$ cat src/rtl/router_pkg.sv
// Shared types and header field helpers for the router input-stage datapath.
package router_pkg;

  typedef enum logic [1:0] {
    IDLE    = 2'd0,
    PAYLOAD = 2'd1,
    CHECK   = 2'd2,
    DROP    = 2'd3
  } state_e;

  localparam int unsigned PARITY_XOR = 0;
  localparam int unsigned PARITY_SUM = 1;

  // Header layout: {length, destination}, destination in the low addr_w bits.
  function automatic logic [31:0] hdr_addr(input logic [31:0] hdr, input int unsigned addr_w);
    return hdr & ((32'd1 << addr_w) - 32'd1);
  endfunction

  function automatic logic [31:0] hdr_len(input logic [31:0] hdr, input int unsigned addr_w);
    return hdr >> addr_w;
  endfunction

endpackage

$ cat src/rtl/router_skid1.sv
// One-entry skid buffer: holds a byte while the downstream FIFO is full.
module router_skid1 #(
  parameter int unsigned DATA_W = 8
) (
  input  logic              clk,
  input  logic              rst,
  input  logic              clr_i,
  input  logic              push_i,
  input  logic [DATA_W-1:0] data_i,
  input  logic              full_i,
  output logic              valid_o,
  output logic              drain_o,
  output logic [DATA_W-1:0] data_o
);

  logic              valid_q, valid_d;
  logic [DATA_W-1:0] data_q, data_d;

  // Discarded on soft abort, so no drain that cycle.
  assign drain_o = valid_q & ~full_i & ~clr_i;
  assign valid_o = valid_q;
  assign data_o  = data_q;

  always_comb begin
    valid_d = valid_q;
    data_d  = data_q;
    if (clr_i || drain_o) begin
      valid_d = 1'b0;
    end else if (push_i) begin
      valid_d = 1'b1;
      data_d  = data_i;
    end
  end

  always_ff @(posedge clk or posedge rst) begin
    if (rst) begin
      valid_q <= 1'b0;
      data_q  <= '0;
    end else begin
      valid_q <= valid_d;
      data_q  <= data_d;
    end
  end

endmodule

$ cat src/rtl/router_reg_gen.sv
// Router input-stage packet register: header decode, forwarding with skid,
// checksum/length check and illegal-destination drop.
module router_reg_gen
  import router_pkg::*;
#(
  parameter int unsigned DATA_W      = 8,
  parameter int unsigned ADDR_W      = 2,
  parameter int unsigned NUM_PORTS   = 3,
  parameter int unsigned PARITY_MODE = PARITY_XOR
) (
  input  logic              clk,
  input  logic              rst,
  input  logic              pkt_valid,
  input  logic [DATA_W-1:0] din,
  input  logic              fifo_full,
  input  logic              rst_int_reg,
  output logic              busy,
  output logic [DATA_W-1:0] dout,
  output logic              dout_wr,
  output logic [ADDR_W-1:0] dest,
  output logic              dest_valid,
  output logic              parity_done,
  output logic              low_pkt_valid,
  output logic              err,
  output logic              len_err,
  output logic              addr_err
);

  localparam int unsigned     LEN_W   = DATA_W - ADDR_W;
  localparam logic [LEN_W-1:0] CNT_MAX = '1;

  state_e            state_q, state_d;
  logic [DATA_W-1:0] acc_q, acc_d, par_q, par_d, dout_q, dout_d;
  logic [LEN_W-1:0]  len_q, len_d, cnt_q, cnt_d;
  logic [ADDR_W-1:0] dest_q, dest_d;
  logic              sat_q, sat_d;
  logic              dest_valid_q, dest_valid_d;
  logic              parity_done_q, parity_done_d;
  logic              low_q, low_d;
  logic              err_q, err_d;
  logic              len_err_q, len_err_d;
  logic              addr_err_q, addr_err_d;
  logic              dout_wr_q, dout_wr_d;

  logic              skid_valid, skid_drain;
  logic [DATA_W-1:0] skid_data;
  logic              accept, fwd, push, hdr_legal;
  logic [ADDR_W-1:0] hdr_a;
  logic [LEN_W-1:0]  hdr_l;

  assign hdr_a     = ADDR_W'(hdr_addr(32'(din), ADDR_W));
  assign hdr_l     = LEN_W'(hdr_len(32'(din), ADDR_W));
  assign hdr_legal = (32'(hdr_a) < NUM_PORTS);

  // Every cycle in PAYLOAD/DROP carries a byte; soft abort blocks acceptance.
  always_comb begin
    accept = 1'b0;
    if (!skid_valid && !rst_int_reg) begin
      unique case (state_q)
        IDLE:          accept = pkt_valid;
        PAYLOAD, DROP: accept = 1'b1;
        default:       accept = 1'b0;
      endcase
    end
  end

  assign fwd  = accept && ((state_q == PAYLOAD) || ((state_q == IDLE) && hdr_legal));
  assign push = fwd && fifo_full;

  router_skid1 #(
    .DATA_W(DATA_W)
  ) u_skid (
    .clk    (clk),
    .rst    (rst),
    .clr_i  (rst_int_reg),
    .push_i (push),
    .data_i (din),
    .full_i (fifo_full),
    .valid_o(skid_valid),
    .drain_o(skid_drain),
    .data_o (skid_data)
  );

  always_comb begin
    state_d       = state_q;
    acc_d         = acc_q;
    par_d         = par_q;
    len_d         = len_q;
    cnt_d         = cnt_q;
    sat_d         = sat_q;
    dest_d        = dest_q;
    dest_valid_d  = dest_valid_q;
    low_d         = low_q;
    err_d         = err_q;
    len_err_d     = len_err_q;
    addr_err_d    = addr_err_q;
    parity_done_d = 1'b0;
    dout_d        = dout_q;
    dout_wr_d     = 1'b0;

    if (rst_int_reg) begin
      state_d      = IDLE;
      dest_valid_d = 1'b0;
      low_d        = 1'b0;
      err_d        = 1'b0;
      len_err_d    = 1'b0;
      addr_err_d   = 1'b0;
    end else begin
      if (skid_drain) begin
        dout_d    = skid_data;
        dout_wr_d = 1'b1;
      end else if (fwd && !fifo_full) begin
        dout_d    = din;
        dout_wr_d = 1'b1;
      end

      unique case (state_q)
        IDLE: begin
          if (accept) begin
            len_d      = hdr_l;
            dest_d     = hdr_a;
            acc_d      = din;
            cnt_d      = '0;
            sat_d      = 1'b0;
            err_d      = 1'b0;
            len_err_d  = 1'b0;
            low_d      = 1'b0;
            addr_err_d = !hdr_legal;
            dest_valid_d = hdr_legal;
            state_d    = hdr_legal ? PAYLOAD : DROP;
          end
        end
        PAYLOAD: begin
          if (accept) begin
            if (pkt_valid) begin
              acc_d = (PARITY_MODE == PARITY_SUM) ? (acc_q + din) : (acc_q ^ din);
              if (cnt_q == CNT_MAX) sat_d = 1'b1;
              else                  cnt_d = cnt_q + LEN_W'(1);
            end else begin
              par_d   = din;
              low_d   = 1'b1;
              state_d = CHECK;
            end
          end
        end
        CHECK: begin
          parity_done_d = 1'b1;
          err_d         = (acc_q != par_q);
          len_err_d     = (cnt_q != len_q) || sat_q;
          dest_valid_d  = 1'b0;
          state_d       = IDLE;
        end
        DROP: begin
          if (accept && !pkt_valid) begin
            parity_done_d = 1'b1;
            state_d       = IDLE;
          end
        end
        default: state_d = IDLE;
      endcase
    end
  end

  always_ff @(posedge clk or posedge rst) begin
    if (rst) begin
      state_q       <= IDLE;
      acc_q         <= '0;
      par_q         <= '0;
      len_q         <= '0;
      cnt_q         <= '0;
      sat_q         <= 1'b0;
      dest_q        <= '0;
      dest_valid_q  <= 1'b0;
      parity_done_q <= 1'b0;
      low_q         <= 1'b0;
      err_q         <= 1'b0;
      len_err_q     <= 1'b0;
      addr_err_q    <= 1'b0;
      dout_q        <= '0;
      dout_wr_q     <= 1'b0;
    end else begin
      state_q       <= state_d;
      acc_q         <= acc_d;
      par_q         <= par_d;
      len_q         <= len_d;
      cnt_q         <= cnt_d;
      sat_q         <= sat_d;
      dest_q        <= dest_d;
      dest_valid_q  <= dest_valid_d;
      parity_done_q <= parity_done_d;
      low_q         <= low_d;
      err_q         <= err_d;
      len_err_q     <= len_err_d;
      addr_err_q    <= addr_err_d;
      dout_q        <= dout_d;
      dout_wr_q     <= dout_wr_d;
    end
  end

  assign busy          = skid_valid;
  assign dout          = dout_q;
  assign dout_wr       = dout_wr_q;
  assign dest          = dest_q;
  assign dest_valid    = dest_valid_q;
  assign parity_done   = parity_done_q;
  assign low_pkt_valid = low_q;
  assign err           = err_q;
  assign len_err       = len_err_q;
  assign addr_err      = addr_err_q;

endmodule
$ cat config.mk
export PLATFORM = sky130hd
export DESIGN_NAME = router_reg_gen
export DESIGN_NICKNAME = d
export VERILOG_FILES = /design/src/rtl/router_pkg.sv /design/src/rtl/router_skid1.sv /design/src/rtl/router_reg_gen.sv
export SDC_FILE = /design/constraint.sdc
export NUM_CORES = 1
export LEC_CHECK = 0
export BUFFER_PORTS_ARGS = -buffer_cell sky130_fd_sc_hd__buf_2
export CAP_MARGIN = 40
export CORE_MARGIN = 2
export CORE_UTILIZATION = 50
export DETAILED_ROUTE_END_ITERATION = 8
export HOLD_SLACK_MARGIN = 0.06
export MAX_ROUTING_LAYER = met4
export PLACE_DENSITY_LB_ADDON = 0.2
export SETUP_SLACK_MARGIN = 0.5
export SLEW_MARGIN = 15
export SYNTH_ARGS = -nofsm -noshare
export SYNTH_HDL_FRONTEND = slang
export SYNTH_SLANG_ARGS = --single-unit
$ cat constraint.sdc
create_clock -name clk -period 2.1 [get_ports clk]
set_input_delay 0.315 -clock clk [delete_from_list [all_inputs] [get_ports clk]]
set_output_delay 0.315 -clock clk [all_outputs]
set_load 0.02 [all_outputs]
Word-level counts from Yosys, hierarchy flattened --
Index checks and enable logic that the tools add are counted.
Word-level totals: bits in registers 57, output and inout bits 18
Cells by class: reduce and logical (&&, ||, !) cells 34, magnitude comparators 1, bitwise logic cells 7, equality and inequality tests 15, add/sub/neg operators 1, muxes and demuxes 47
Operators by type and width (number):
- 8-bit two-way mux | 5
- 6-bit two-way mux | 4
- 1-bit two-way mux | 22
- 8-bit case mux with 2 select lines | 1
- 1-bit case mux with 2 select lines | 7
- 2-bit two-way mux | 6
- 3-bit != test (second input constant) | 4
- 6-bit case mux with 2 select lines | 1
- 4-bit AND reduction | 3
- 6-bit AND reduction | 2
- 2-bit nonzero test | 5
- 2-bit != test (second input constant) | 4
- 8-bit != test | 1
- 2-bit case mux with 4 select lines | 1
- 2-bit AND reduction | 4
- 8-bit bitwise XOR | 1
- 6-bit by 1-bit adder with 6-bit output (second input constant) | 1
- 6-bit equality test (second input constant) | 1
- 1-bit logical AND | 6
- 6-bit != test | 1
- 3-bit nonzero test | 2
- 1-bit zero test | 5
- 5-bit AND reduction | 1
- 2-bit equality test (second input constant) | 2
- 9 further kinds | 15

Longest topological paths before layout --
depth in word-level cells 9, gate-level depth with buffers 7, gate-level depth less buffers 5

Cells and area by module --
From an unflattened synthesis, not the netlist that was laid out.
Second synthesis, totals: cells, all modules 236, area total of the unflattened synthesis 2673.8 µm²
Modules (own cells, without submodules):
- router_reg_gen | area an instance 2302.2 µm², cells an instance 213, sequential area each 1201.2 µm², instances 1
- router_skid1 | area an instance 371.6 µm², cells an instance 23, sequential area each 225.2 µm², instances 1

Worst setup path before layout --
OpenSTA, ideal clock, no wires.
path kind flip-flop to flip-flop, start register u_skid.valid_q (netlist: u_skid.valid_o), end register dest_q[0] (netlist: dest[0]), buffers on the path 2, clock period less this slack 1.797 ns, arrival time 1.672 ns, cell stages (with the launch flop) 6, setup slack 0.303 ns, library setup time 0.125 ns, cells stage by stage dfrtp_1 > buf_6 > nor4b_4 > nand2_4 > buf_6 > mux2_4
On the way: cells in the longest elaborated chain, start to end 4
RTL lines:
- start, declared | line router_skid1.sv:16 | logic valid_q, valid_d;
- start signal, assigned | line router_skid1.sv:40 | valid_q <= valid_d;
- 1-bit zero test | line router_reg_gen.sv:58 | if (!skid_valid && !rst_int_reg) begin
- 1-bit logical AND | line router_reg_gen.sv:58
- 1-bit two-way mux | line router_reg_gen.sv:58
- 3-bit AND reduction (no line)
- end signal, assigned | line router_reg_gen.sv:188 | dest_q <= dest_d;
- end, declared | line router_reg_gen.sv:35 | logic [ADDR_W-1:0] dest_q, dest_d;
No other way between the ends. A chain may end at the register's enable or synchronous reset.

Worst setup path in the final report --
start register state_q[1], end register dest_valid_q (netlist: dest_valid)
On the way: cells in the longest elaborated chain, start to end 6, elaborated cells on any way between the ends 12, classes of those cells 4 x eq/ne; 4 x mux; 4 x reduce/logical
RTL lines:
- start, declared | line router_reg_gen.sv:32 | state_e state_q, state_d;
- start signal, assigned | line router_reg_gen.sv:182 | state_q <= state_d;
- 2-bit by 1-bit equality test with 1-bit output or 2-bit equality test (tied branches) | line router_reg_gen.sv:59 | unique case (state_q)
- 2-bit OR reduction | line router_reg_gen.sv:59
- 1-bit case mux with 2 select lines | line router_reg_gen.sv:59
- 1-bit two-way mux | line router_reg_gen.sv:58
- 3-bit != test (no line)
- 2-bit AND reduction (no line)
- end signal, assigned | line router_reg_gen.sv:189 | dest_valid_q <= dest_valid_d;
- end, declared | line router_reg_gen.sv:37 | logic dest_valid_q, dest_valid_d;
Parallel ways exist; a longest one is shown, timed or not.

==> flow_summary.yaml <==
sta:
  setup_violations: 0
  relSlewSlack_pct: 58.0
  rsz0062_at_grt: "true"
  fmax_ghz: 0.626
  holdWs_ps: 229
  final-hold-violation-count: 0
  timing.final.ws_setup_ps: 502
  clock_skew_ps: 5.27
  setup_tns_ps: 0
  worst-slew-pin-transition_ps: 628
  slew_violations: 0
  fin_crit_sh_pct: 76.1
  min_period_ps: 1600
die:
  core_area_sq_um: 5410
  die-area_sq_um: 6130
  num_rows: 27
  die_w_um: 78.3
  die_h_um: 78.3
  io-pin-count: 31
  initial_core_util_pct: 51.0
logic_synthesis:
  synth_most_common_cell: "dfrtp_1"
  synth_edf_count: 0
  synth_area_leaders: "dfrtp_1, mux2_2, nand2_1"
  ys.flop_type: "dfrtp_1"
  netlist_instances: 259
  synth_top_family_by_area: "simple AND/OR/NAND/NOR gates"
  syn_nets: 273
  syn_area_sq_um: 2760
  synthAdderAreaFrac_pct: 0.454
  ys_ff_latch: 57
  yosysTopAreaCell: "dfrtp_1"
  synth-simple-area-share_pct: 15.8
  yosys-top-cells-count: "dfrtp_1, nand2_1, nor2_1"
  ys_seq_area_share_pct: 51.7
  ys_async_sr_fraction_pct: 100
  avgSynthCellArea_sq_um: 10.6
  synth.distinct_cells: 39
  synth_compound_area_share_pct: 14.3
  synth_warnings: 0
  synthMuxAreaShare_pct: 9.94
  yosysTopAreaCellShare_pct: 51.7
  synth_xor_area_share_pct: 4.45
placement:
  place_area_sq_um: 3040
  place_ws_ps: 280
  port_buffers: 30
  placed_cells: 356
  dpl.hpwl_um: 4070
  finalWeightedCongestion: 0.777
worst_setup_path:
  cp.required_ps: 2330
  startpoint_type: "flip-flop"
  critPathArrivalTime_ps: 1830
  criticalPathCategory: "reg -> reg"
  path_max_fanout: 5
  end_kind: "flip-flop"
final_layout:
  nFillCells: 460
  antennaDiodeCount: 0
  fin_area_sq_um: 3370
  syn_to_final_growth_pct: 22.3
  drive_gt1_share_pct: 34.5
  nets: 325
  stdcell_count: 388
global_route:
  grt_overflow: 0
  antenna_found_initial: 0
  grt_max_degree: 31
  grt_pass1_wl_um: 10000
  track_usage_pct: 22.3
  grt_pass1_vias: 2016
drt:
  wire_per_inst_um: 15.6
  route.vias.total: 2124
  via_per_inst: 5.47
  final_antenna_net_count: 0
  drt_iter0_drc: 135
  first_pass_iters: 4
  drt-total-wl_um: 6050
  drc: 0
power:
  power-per-cell-area_nw_per_um2: 959
  leakagePower_nw: 1.53
  irDropWorstVdd_uv: 550
run_status:
  status: "finished, final reports clean"
clock_network:
  ctsLongestPathBuffers: 2
  cts.clk_slew.worst_paths_ps: 70
  cts_tree: "done"
  cts_root_buf: "clkbuf_8"
  htreeDepth: 3
  cts_sinks: 57
  cts_buffers: 9
  insertion_delay_ps: 340
job:
  maxCapViolations: 0
worst_hold_path:
  hp-class: "in -> reg"
[layer usage]
| layer | up-vias | GRT usage (%) | part of all wire [%] |
|---|---|---|---|
| met2 | 39 | 32.9 | 45 |
| met1 | 1037 | 29.2 | 49 |
| met4 | 0 | 10.2 | 1.7 |
| li1 | 1038 | - | - |
| met5 | - | - | 0 |
| met3 | 10 | 5.75 | 4.0 |
[cells in the final DEF, fill, tap and decap left out, types with 2 or more instances in the layout]
cell | netlist | final
mux2_4 | 1 | 9
clkinvlp_4 | 0 | 3
o31ai_1 | 2 | 2
dfrtp_1 | 57 | 53
xnor2_1 | 3 | 3
clkinv_2 | 0 | 3
nor3_4 | 2 | 2
nand2b_1 | 2 | 2
nand2_1 | 26 | 24
nand3_1 | 8 | 8
dfrtp_2 | 0 | 4
nor2_1 | 24 | 23
mux2_2 | 23 | 15
and3_1 | 2 | 2
nor3_1 | 3 | 3
inv_1 | 7 | 6
a22o_1 | 3 | 3
xor2_1 | 11 | 11
a21oi_1 | 19 | 18
buf_12 | 0 | 2
nor2b_1 | 4 | 4
nand4_1 | 3 | 3
o21ai_0 | 17 | 17
buf_2 | 4 | 30
clkbuf_8 | 0 | 11
nor4_1 | 3 | 3
nand2_2 | 0 | 2
a221o_1 | 6 | 6
buf_4 | 0 | 18
o211ai_1 | 2 | 2
a311oi_1 | 6 | 6
[timing repair]
item,in CTS,in global routing
setup buffers,6,9
endpoints found under the setup margin,38,29
cloned,0,0
resized for setup,6,3
endpoints found under the hold margin,27,0
pin swaps,2,4
hold buffers,1,0
[state kept, by name, summed over array words and instances, names as in the netlist]
name	count
dest	2
err	1
dout_wr	1
cnt_q	6
addr_err	1
len_err	1
parity_done	1
acc_q	8
u_skid.valid_o	1
par_q	8
low_pkt_valid	1
dest_valid	1
dout	8
len_q	6
u_skid.data_o	8
state_q	2
sat_q	1
[power by group]
group,internal [W],leakage (nW),switching (W)
Combinational,0.000397,0.743,0.000390
Clock,0.000485,0.0911,0.000449
Sequential,0.00133,0.700,0.000180
[worst max-delay path, stage by stage, from the launching register on]
cell and delay (ps):
dfrtp_2 450, buf_4 150, inv_1 100, o21ai_0 140, a21oi_2 270, mux2_2 370
[through the flow]
| stage | utilization, % | power [W] |
|---|---|---|
| after detailed placement | 56.2 | 0.00228 |
| after CTS | 61.0 | 0.00324 |
| after global routing | 62.4 | 0.00343 |
| final | 62.4 | 0.00324 |
| after floorplan | - | 0.00206 |
| after global placement | 56.2 | 0.00225 |
[layout make-up]
class	count	area (sq um)	share of cell area [%]
timing repair buffer	53	352	10.4
inverter	7	30.0	0.891
sequential	57	1430	42.4
clock buffer	11	151	4.49
multi-input combinational	183	1290	38.2
tap	72	90.1	2.67
clock inverter	5	30.0	0.891
[final timing paths]
| path | from | endpoint | slack (ps) | depth (start not counted) |
|---|---|---|---|---|
| min in group asynchronous | rst | dest_valid | 600 | 3 |
| setup / recovery | state_q[1] | dest_valid | 500 | 5 |
| max in group asynchronous | rst | cnt_q[1] | 950 | 4 |
| hold / removal | din[1] | acc_q[1] | 230 | 2 |
| hold reg to reg | dest[1] | dest[1] | 490 | 2 |
| setup reg to reg | state_q[1] | dest_valid | 500 | 5 |
[cell families (layout without fill, tap and decap cells)]
family | count (synthesis) | in the layout
compound gates | 60 | 60
buf+inv | 19 | 76
simple gates | 84 | 84
mux | 24 | 24
fa+ha+maj | 1 | 1
xor+xnor | 14 | 14
flops | 57 | 57
(Power assumes the default switching activity.)
